--- config.mk ---
export PLATFORM = sky130hd
export DESIGN_NAME = mult_iter
export DESIGN_NICKNAME = d
export VERILOG_FILES = /design/src/rtl/mult_iter_pkg.sv /design/src/rtl/mult_iter_pp_step.sv /design/src/rtl/mult_iter.sv
export SDC_FILE = /design/constraint.sdc
export NUM_CORES = 1
export LEC_CHECK = 0
export CAP_MARGIN = 30
export CORE_ASPECT_RATIO = 0.5
export CORE_MARGIN = 1.5
export CORE_UTILIZATION = 59
export DETAILED_ROUTE_END_ITERATION = 8
export GPL_TIMING_DRIVEN = 0
export PLACE_DENSITY = 0.8
export SKIP_CTS_REPAIR_TIMING = 1
export SLEW_MARGIN = 40
export SYNTH_ARGS = -nofsm -noshare
export SYNTH_HDL_FRONTEND = slang
export SYNTH_HIERARCHICAL = 1
export SYNTH_SLANG_ARGS = --single-unit
--- constraint.sdc ---
create_clock -name clk -period 5.21 [get_ports clk]
set_input_delay 0.7815 -clock clk [delete_from_list [all_inputs] [get_ports clk]]
set_output_delay 0.7815 -clock clk [all_outputs]
set_load 0.1 [all_outputs]
--- src/rtl/mult_iter_pkg.sv ---
// Shared types, constants and helpers for the iterative multiplier.
package mult_pkg;

   // Control FSM states
   typedef enum logic [1:0] {
      IDLE = 2'd0,
      RUN  = 2'd1,
      DONE = 2'd2
   } state_e;

   // Ceiling log2, never smaller than 1 so it can size a register
   function automatic int clog2(input int value);
      int r;
      int v;
      r = 0;
      v = value - 1;
      while (v > 0) begin
         r = r + 1;
         v = v >> 1;
      end
      if (r < 1) begin
         r = 1;
      end
      return r;
   endfunction

   // Default configuration: 12-bit operands, one multiplier bit per cycle
   localparam int DEF_M      = 12;
   localparam int DEF_UNROLL = 1;
   localparam int DEF_K      = DEF_M / DEF_UNROLL;
   localparam int DEF_CNT_W  = clog2(DEF_K + 1);

endpackage

--- src/rtl/mult_iter_pp_step.sv ---
// One partial-product step: psum_out = psum_in + (a_mag * b_slice) << shift.
module mult_pp_step
   import mult_pkg::*;
#(
   parameter int M      = 12,
   parameter int UNROLL = 1,
   parameter int SH_W   = 5
) (
   input  logic [2*M-1:0]    psum_in,
   input  logic [M-1:0]      a_mag,
   input  logic [UNROLL-1:0] b_slice,
   input  logic [SH_W-1:0]   shift,
   output logic [2*M-1:0]    psum_out
);

   logic [2*M-1:0] a_ext_s;
   logic [2*M-1:0] b_ext_s;
   logic [2*M-1:0] prod_s;

   // Widen both operands to the product width, multiply the slice and align it
   always_comb begin
      a_ext_s  = {{M{1'b0}}, a_mag};
      b_ext_s  = {{(2*M-UNROLL){1'b0}}, b_slice};
      prod_s   = a_ext_s * b_ext_s;
      psum_out = psum_in + (prod_s << shift);
   end

endmodule

--- src/rtl/mult_iter.sv ---
// Iterative signed/unsigned multiplier with optional accumulate and
// valid/ready handshakes on both sides. Operands are reduced to magnitudes,
// multiplied UNROLL multiplier bits per cycle, and the sign is re-applied
// when the result is registered.
module mult_iter
   import mult_pkg::*;
#(
   parameter int M      = 12,
   parameter int UNROLL = 1,
   parameter int G      = 4
) (
   input  logic             clk,
   input  logic             rst_n,
   input  logic             in_valid,
   output logic             in_ready,
   input  logic [M-1:0]     a,
   input  logic [M-1:0]     b,
   input  logic             signed_mode,
   input  logic             acc_en,
   input  logic             acc_clr,
   output logic             out_valid,
   input  logic             out_ready,
   output logic [2*M-1:0]   mult,
   output logic [2*M+G-1:0] acc
);

   localparam int K     = M / UNROLL;
   localparam int CNT_W = clog2(K + 1);
   localparam int SH_W  = clog2(2 * M);
   localparam int P_W   = 2 * M;
   localparam int A_W   = 2 * M + G;

   state_e           state_q, state_d;
   logic [CNT_W-1:0] cnt_q, cnt_d;
   logic [M-1:0]     a_mag_q, a_mag_d;
   logic [M-1:0]     b_sh_q, b_sh_d;
   logic             sign_q, sign_d;
   logic             smode_q, smode_d;
   logic             acc_en_q, acc_en_d;
   logic             acc_clr_q, acc_clr_d;
   logic [P_W-1:0]   psum_q, psum_d;
   logic [P_W-1:0]   mult_q, mult_d;
   logic [A_W-1:0]   acc_q, acc_d;
   logic             out_valid_q, out_valid_d;
   logic             in_ready_q, in_ready_d;

   logic [M-1:0]     a_mag_s;
   logic [M-1:0]     b_mag_s;
   logic [SH_W-1:0]  shamt_s;
   logic [P_W-1:0]   step_s;
   logic [P_W-1:0]   mult_res_s;
   logic [A_W-1:0]   mult_ext_s;
   logic [A_W-1:0]   acc_base_s;

   // Operand magnitudes; -2^(M-1) maps onto itself, which is exact as unsigned
   always_comb begin
      if (signed_mode && a[M-1]) begin
         a_mag_s = ~a + {{(M-1){1'b0}}, 1'b1};
      end else begin
         a_mag_s = a;
      end
      if (signed_mode && b[M-1]) begin
         b_mag_s = ~b + {{(M-1){1'b0}}, 1'b1};
      end else begin
         b_mag_s = b;
      end
   end

   // Result formatting: re-apply the sign, then extend for the accumulator
   always_comb begin
      shamt_s = SH_W'(cnt_q) * SH_W'(UNROLL);
      if (sign_q) begin
         mult_res_s = ~psum_q + {{(P_W-1){1'b0}}, 1'b1};
      end else begin
         mult_res_s = psum_q;
      end
      if (smode_q) begin
         mult_ext_s = {{G{mult_res_s[P_W-1]}}, mult_res_s};
      end else begin
         mult_ext_s = {{G{1'b0}}, mult_res_s};
      end
      if (acc_clr_q) begin
         acc_base_s = {A_W{1'b0}};
      end else begin
         acc_base_s = acc_q;
      end
   end

   mult_pp_step #(
      .M      (M),
      .UNROLL (UNROLL),
      .SH_W   (SH_W)
   ) u_step (
      .psum_in  (psum_q),
      .a_mag    (a_mag_q),
      .b_slice  (b_sh_q[UNROLL-1:0]),
      .shift    (shamt_s),
      .psum_out (step_s)
   );

   // FSM next-state, datapath updates and registered-output next values
   always_comb begin
      state_d     = state_q;
      cnt_d       = cnt_q;
      a_mag_d     = a_mag_q;
      b_sh_d      = b_sh_q;
      sign_d      = sign_q;
      smode_d     = smode_q;
      acc_en_d    = acc_en_q;
      acc_clr_d   = acc_clr_q;
      psum_d      = psum_q;
      mult_d      = mult_q;
      acc_d       = acc_q;
      out_valid_d = out_valid_q;
      case (state_q)
         IDLE: begin
            if (in_valid && in_ready_q) begin
               a_mag_d   = a_mag_s;
               b_sh_d    = b_mag_s;
               sign_d    = (a[M-1] ^ b[M-1]) & signed_mode;
               smode_d   = signed_mode;
               acc_en_d  = acc_en;
               acc_clr_d = acc_clr;
               psum_d    = {P_W{1'b0}};
               cnt_d     = {CNT_W{1'b0}};
               state_d   = RUN;
            end else begin
               state_d   = IDLE;
            end
         end
         RUN: begin
            if (cnt_q == CNT_W'(K)) begin
               // All slices retired: publish the product and update acc once
               mult_d      = mult_res_s;
               out_valid_d = 1'b1;
               state_d     = DONE;
               if (acc_en_q) begin
                  acc_d = acc_base_s + mult_ext_s;
               end else begin
                  acc_d = acc_q;
               end
            end else begin
               psum_d = step_s;
               cnt_d  = cnt_q + CNT_W'(1);
               b_sh_d = b_sh_q >> UNROLL;
            end
         end
         DONE: begin
            if (out_ready) begin
               out_valid_d = 1'b0;
               state_d     = IDLE;
            end else begin
               state_d     = DONE;
            end
         end
         default: begin
            out_valid_d = 1'b0;
            state_d     = IDLE;
         end
      endcase
      in_ready_d = (state_d == IDLE);
   end

   // State, work and result registers; reset aborts any pending operation
   always_ff @(posedge clk or negedge rst_n) begin
      if (!rst_n) begin
         state_q     <= IDLE;
         cnt_q       <= {CNT_W{1'b0}};
         a_mag_q     <= {M{1'b0}};
         b_sh_q      <= {M{1'b0}};
         sign_q      <= 1'b0;
         smode_q     <= 1'b0;
         acc_en_q    <= 1'b0;
         acc_clr_q   <= 1'b0;
         psum_q      <= {P_W{1'b0}};
         mult_q      <= {P_W{1'b0}};
         acc_q       <= {A_W{1'b0}};
         out_valid_q <= 1'b0;
         in_ready_q  <= 1'b0;
      end else begin
         state_q     <= state_d;
         cnt_q       <= cnt_d;
         a_mag_q     <= a_mag_d;
         b_sh_q      <= b_sh_d;
         sign_q      <= sign_d;
         smode_q     <= smode_d;
         acc_en_q    <= acc_en_d;
         acc_clr_q   <= acc_clr_d;
         psum_q      <= psum_d;
         mult_q      <= mult_d;
         acc_q       <= acc_d;
         out_valid_q <= out_valid_d;
         in_ready_q  <= in_ready_d;
      end
   end

   assign in_ready  = in_ready_q;
   assign out_valid = out_valid_q;
   assign mult      = mult_q;
   assign acc       = acc_q;

endmodule
-- Word-level counts from Yosys, hierarchy flattened
Cells that the tools add are included.
- equal/unequal tests: 7
- multiplexer cells: 21
- $add $sub $neg: 6
- shifts and indexed selects: 1
- multipliers: 1
- bitwise logic cells: 6
- reductions and logical operators: 11
- operators by type and width (operator ; count):
    two-way mux 24 bit ; 3
    two-way mux 28 bit ; 2
    two-way mux 12 bit ; 4
    one-hot mux 24 bit (2 select lines) ; 1
    adder 28 bit ; 1
    adder 12 x 1 -> 12 bit (second input constant) ; 2
    adder 24 x 1 -> 24 bit (second input constant) ; 1
    adder 24 bit ; 1
    inverter 12 bit ; 2
    inverter 24 bit ; 1
    one-hot mux 12 bit (2 select lines) ; 1
    left shift 13 x 4 -> 24 bit ; 1
    multiplier 12 x 1 -> 13 bit ; 1
    AND reduction 3 bit ; 3
    two-way mux 4 bit ; 2
    inequality test 2 bit (second input constant) ; 4
    one-hot mux 4 bit (2 select lines) ; 1
    one-hot mux 2 bit (3 select lines) ; 1
    adder 4 x 1 -> 4 bit (second input constant) ; 1
    equality test 4 bit (second input constant) ; 1
    logical NOT 2 bit ; 2
    two-way mux 2 bit ; 2
    AND reduction 2 bit ; 2
    logical AND 1 bit ; 3
    other kinds (8) ; 10
- input port bits: 31
- bits in registers: 112
- word-level logic and storage cells: 66
- output and inout bits: 54

-- Longest topological paths before layout
Gate-level depths: netlist of the first run.
- depth after elaboration: 5
- mapped depth: 18
- gate-level depth less buffers: 17

-- By module
Netlist of the first run, hierarchy kept.
- by module, submodules not included (module ; cells an instance ; area each (um2) ; seq. area each (um2) ; times used):
    mult_iter ; 759 ; 6875.3 ; 2802.7 ; 1
    mult_pp_step ; 281 ; 1901.8 ; 0.0 ; 1

-- Least setup slack after synthesis of the first run
No wires, ideal clock.
- kind: flip-flop to flip-flop
- from: register psum_q[4]
- to: register acc_q[27] (netlist: acc[27])
- cell stages (with the launch flop): 17
- path buffers: 1
- arrival: 3818 ps
- period minus slack after synthesis: 3896 ps
- setup time: 79 ps
- slack: 1314 ps
- required time: 5131 ps
- cells stage by stage: dfrtp_1 nor4_4 nand3b_1 nand2b_1 o41ai_1 xnor2_1 ha_1 clkbuf_2 a21o_1 a31o_2 a211oi_1 and4b_1 o211a_2 o21ai_0 o2bb2ai_1 mux2_2 a21oi_1
- longest elaborated chain between the ends: 5
- ends and longest elaborated chain (what ; line ; source):
    start, declared ; mult_iter.sv:41 ; logic [P_W-1:0] psum_q, psum_d;
    start signal, assigned ; mult_iter.sv:175 ; psum_q <= {P_W{1'b0}};
    start signal, assigned ; mult_iter.sv:189 ; psum_q <= psum_d;
    inverter 24 bit ; mult_iter.sv:73 ; mult_res_s = ~psum_q + {{(P_W-1){1'b0}}, 1'b1};
    adder 24 x 1 -> 24 bit ; mult_iter.sv:73 ;
    two-way mux 24 bit ; mult_iter.sv:72 ; if (sign_q) begin
    two-way mux 28 bit ; mult_iter.sv:77 ; if (smode_q) begin
    net mult_ext_s[22] ; mult_iter.sv:52 ; logic [A_W-1:0] mult_ext_s;
    adder 28 bit ; mult_iter.sv:138 ; acc_d = acc_base_s + mult_ext_s;
    end signal, assigned ; mult_iter.sv:177 ; acc_q <= {A_W{1'b0}};
    end, declared ; mult_iter.sv:43 ; logic [A_W-1:0] acc_q, acc_d;
The timed path passes the listed nets, and every way through them passes these cells.
A chain may end at the register's enable or synchronous reset.

-- Worst setup path after layout of the first run
Ends and elaborated chain as after synthesis.

==> results of run 1 <==
## critical path, stage by stage, from the launching register on
cell and delay, ns:
dfrtp_1 0.48, nor4_4 0.47, nand3b_1 0.25, nand2b_1 0.26
o41ai_1 0.43, xnor2_1 0.24, ha_1 0.28, clkbuf_2 0.16
a21o_1 0.19, a31o_2 0.22, a211oi_1 0.23, and4b_1 0.25
o211a_2 0.24, o21ai_0 0.09, o2bb2ai_1 0.22, mux2_2 0.36
a21oi_1 0.13
## per-layer routing
metal / vias up / wire, microns / global-route usage [%]
li1: 3905 / - / -
met1: 3710 / 11000 / 41.1
met2: 228 / 10000 / 49.4
met3: 22 / 1170 / 4.68
met4: 0 / 197 / 4.97
met5: - / 0 / 0
## kinds of logic (layout without fill, tap and decap cells)
logic type,after synthesis,after routing,share of synthesized area [%]
simple gates,349,349,18.6
compound gates,302,302,21.6
flops,112,112,31.9
xor+xnor,84,84,8.38
buf+inv,83,183,3.92
fa+ha+maj,56,56,8.14
mux,53,53,7.37
other cells,1,2,0.0427
## cells in the mapped netlist (5+ instances only)
cell type  number
nor4_1          5
nand3_1        26
a211oi_1       12
nand2b_1        5
inv_1          28
xor2_1         23
o21ai_0        96
a21oi_1        80
mux2_2         43
clkbuf_1       41
o21ai_1         5
nand4_1         9
mux2i_1         5
a21o_1         22
o31ai_1         9
xnor2_1        61
ha_1           53
dfrtp_1       112
mux4_2          5
a31oi_1        18
nand2_1       144
o22ai_1         8
nor2_1         85
nor2b_1        31
o21a_1          9
nor3_1         10
## layout make-up
class,count,area (sq um)
fill,1211,4590
clock inverter,6,50.0
timing repair buffer,84,593
sequential,112,2800
buffer,54,235
tap,198,248
inverter,29,109
clock buffer,10,239
multi-input combinational,846,5640
## registers in the layout, indices dropped and copies added, names as in the netlist
signal	count
out_valid	1
b_sh_q	12
acc_en_q	1
psum_q	24
sign_q	1
state_q	2
mult	24
a_mag_q	12
acc	28
in_ready	1
acc_clr_q	1
cnt_q	4
smode_q	1
## power breakdown
group | switching (W) | internal, W
clock | 0.000350 | 0.000345
combinational | 0.00314 | 0.00140
sequential | 0.000361 | 0.00120
## worst min-delay path by stage
stage | startpoint | end | depth (start not counted)
floorplan | b_sh_q[0] | b_sh_q[0] | 2
global placement | b_sh_q[10] | b_sh_q[10] | 2
global route | rst_n | b_sh_q[8] | 1
CTS | rst_n | b_sh_q[8] | 1
finish | rst_n | b_sh_q[8] | 1
detailed placement | b_sh_q[8] | b_sh_q[8] | 2
## metrics by stage
stage / total power [W] / setup TNS (ns) / cells / worst slack [ns]
floorplan: 0.00505 / 0 / 1041 / 1.31
global placement: 0.00609 / -93.62 / 1322 / -0.849
detailed placement: 0.00604 / 0 / 1323 / 0.687
CTS: 0.00674 / 0 / 1339 / 0.678
global route: 0.00726 / 0 / 1339 / 0.353
finish: 0.00679 / 0 / 1339 / 0.643
==> summary.txt, run 1 <==
Status
  • Run status: finished clean

GRT
  • Vias in the first global route: approximately 7200
  • Initial antenna violation count: 0
  • Total grt overflow: 0
  • First-pass GRT wire length: between 30000 and 40000 microns
  • Largest net degree at the start of global routing: 77
  • Overall global routing resource usage: roughly 30%

Cells and area
  • ANT cells: 0
  • Nets: about 1200
  • Finished Cell Area: a little under 10000 sq um
  • Most frequent cells in the layout: nand2_1 (144), dfrtp_1 (112), o21ai_0 (96), nor2_1 (85), a21oi_1 (80)
  • Area Overhead vs Synth: 13.0%
  • Final Util: between 60% and 70%
  • Leading cell type in the layout, fill and taps excluded: nand2_1
  • Layout cells sized above 1: 13.8%

Place
  • I/O Buffers: a little over 80
  • Placer congestion estimate: about 0.93
  • Final HPWL DP: around 18000 microns
  • Placed instance area: 9630 sq um

STA
  • Fin Clk Skew: roughly 0.012 ns
  • Worst Tran Pin Value: 0.853 ns
  • Min Tclk post-route: approximately 4.6 ns
  • Final Cycle Share: 87.7%
  • Hold Vio Cnt, Final: 0
  • Max-slew headroom: between 40% and 50%
  • RSZ-0062 raised after global routing: false
  • Fin. max-slew vios: 0
  • Fin Hold WS: approximately 0.3 ns
  • Final Setup Violations: 0
  • Max Freq: 219 MHz

Setup path
  • WP data required: roughly 5.5 ns
  • R2R Path End: acc[27]
  • Critical Path Start: psum_q[4]
  • Setup crit end: acc[27]
  • Critical Path Sink Type: register
  • R2r startpoint: psum_q[4]
  • Flop2flop setup slack: approximately 0.64 ns
  • Worst Path Arrival: 4.85 ns
  • WS Path Type: reg2reg
  • Crit-path max FO: 7
  • Worst setup SP type: register
  • R2R depth: 16

Floorplan
  • Core ar.: around 15000 sq um
  • Initial Util: a little over 60%
  • I/O pin count: 85
  • Die Ht: slightly below 90 microns
  • FP Rows: 31
  • Chip width: around 180 microns
  • Die area: 15700 sq um

Synth
  • Syn Inst Count: 1040
  • Library cells used by synthesis: 83
  • Sequential share of the synthesized area: about a third
  • Synthesized area per cell: between 8 and 9 sq um
  • Main synth FF type: dfrtp_1
  • Most area-consuming cells after synthesis: dfrtp_1 (32%), ha_1 (7.6%), nand2_1 (6.2%), xnor2_1 (6.1%), mux2_2 (5.5%)
  • Share of the synthesized area in the top cell type: a little under a third
  • FF+latch count, synth: between 100 and 150
  • Dominant cell type by area after synthesis: dfrtp_1
  • Post-synth ARST share: 100%
  • Synth warn: 6
  • Post-synth EDFFs: 0
  • Cell Area, Synth: roughly 8800 sq um

Power
  • Leakage: 4.56 nW
  • Power density over the cells: 685 nW/um^2
  • Maximum VDD drop: between 0.3 and 0.4 mV

Drt
  • DRT iter0 DRCs: 500
  • DRC: 0
  • Vias: 7865
  • Total wire length: between 20000 and 25000 microns
  • DR pass1 iterations: 5
  • Post-route ant nets: 0
  • Drt wl/cell: 16.7 microns
  • Via/cell ratio: 5.87

CTS
  • Clk Latency, worst-skew pair: roughly 0.35 ns
  • Clock slew at reported path FFs: 0.08 ns
  • Clock Path Buffers: 2
  • Root buffer cell: clkbuf_16
  • Clock Sinks: between 100 and 150
  • CTS Buf Count: 9
  • CTS tree: done
  • H-tree depth: 3

Run
  • Total of max-cap violations: 0

Hold path
  • Min-delay worst type: in2async
Power figures use the tool's default switching activity.
==> run 2: changes to the inputs <==
--- a/config.mk
+++ b/config.mk
@@ -5,7 +5,7 @@
 export SDC_FILE = /design/constraint.sdc
 export NUM_CORES = 1
 export LEC_CHECK = 0
-export CAP_MARGIN = 30
+export CAP_MARGIN = 20
 export CORE_ASPECT_RATIO = 0.5
 export CORE_MARGIN = 1.5
 export CORE_UTILIZATION = 59
==> results of run 2 <==
The final DEF is identical to that of run 1; final timing and power are the same.
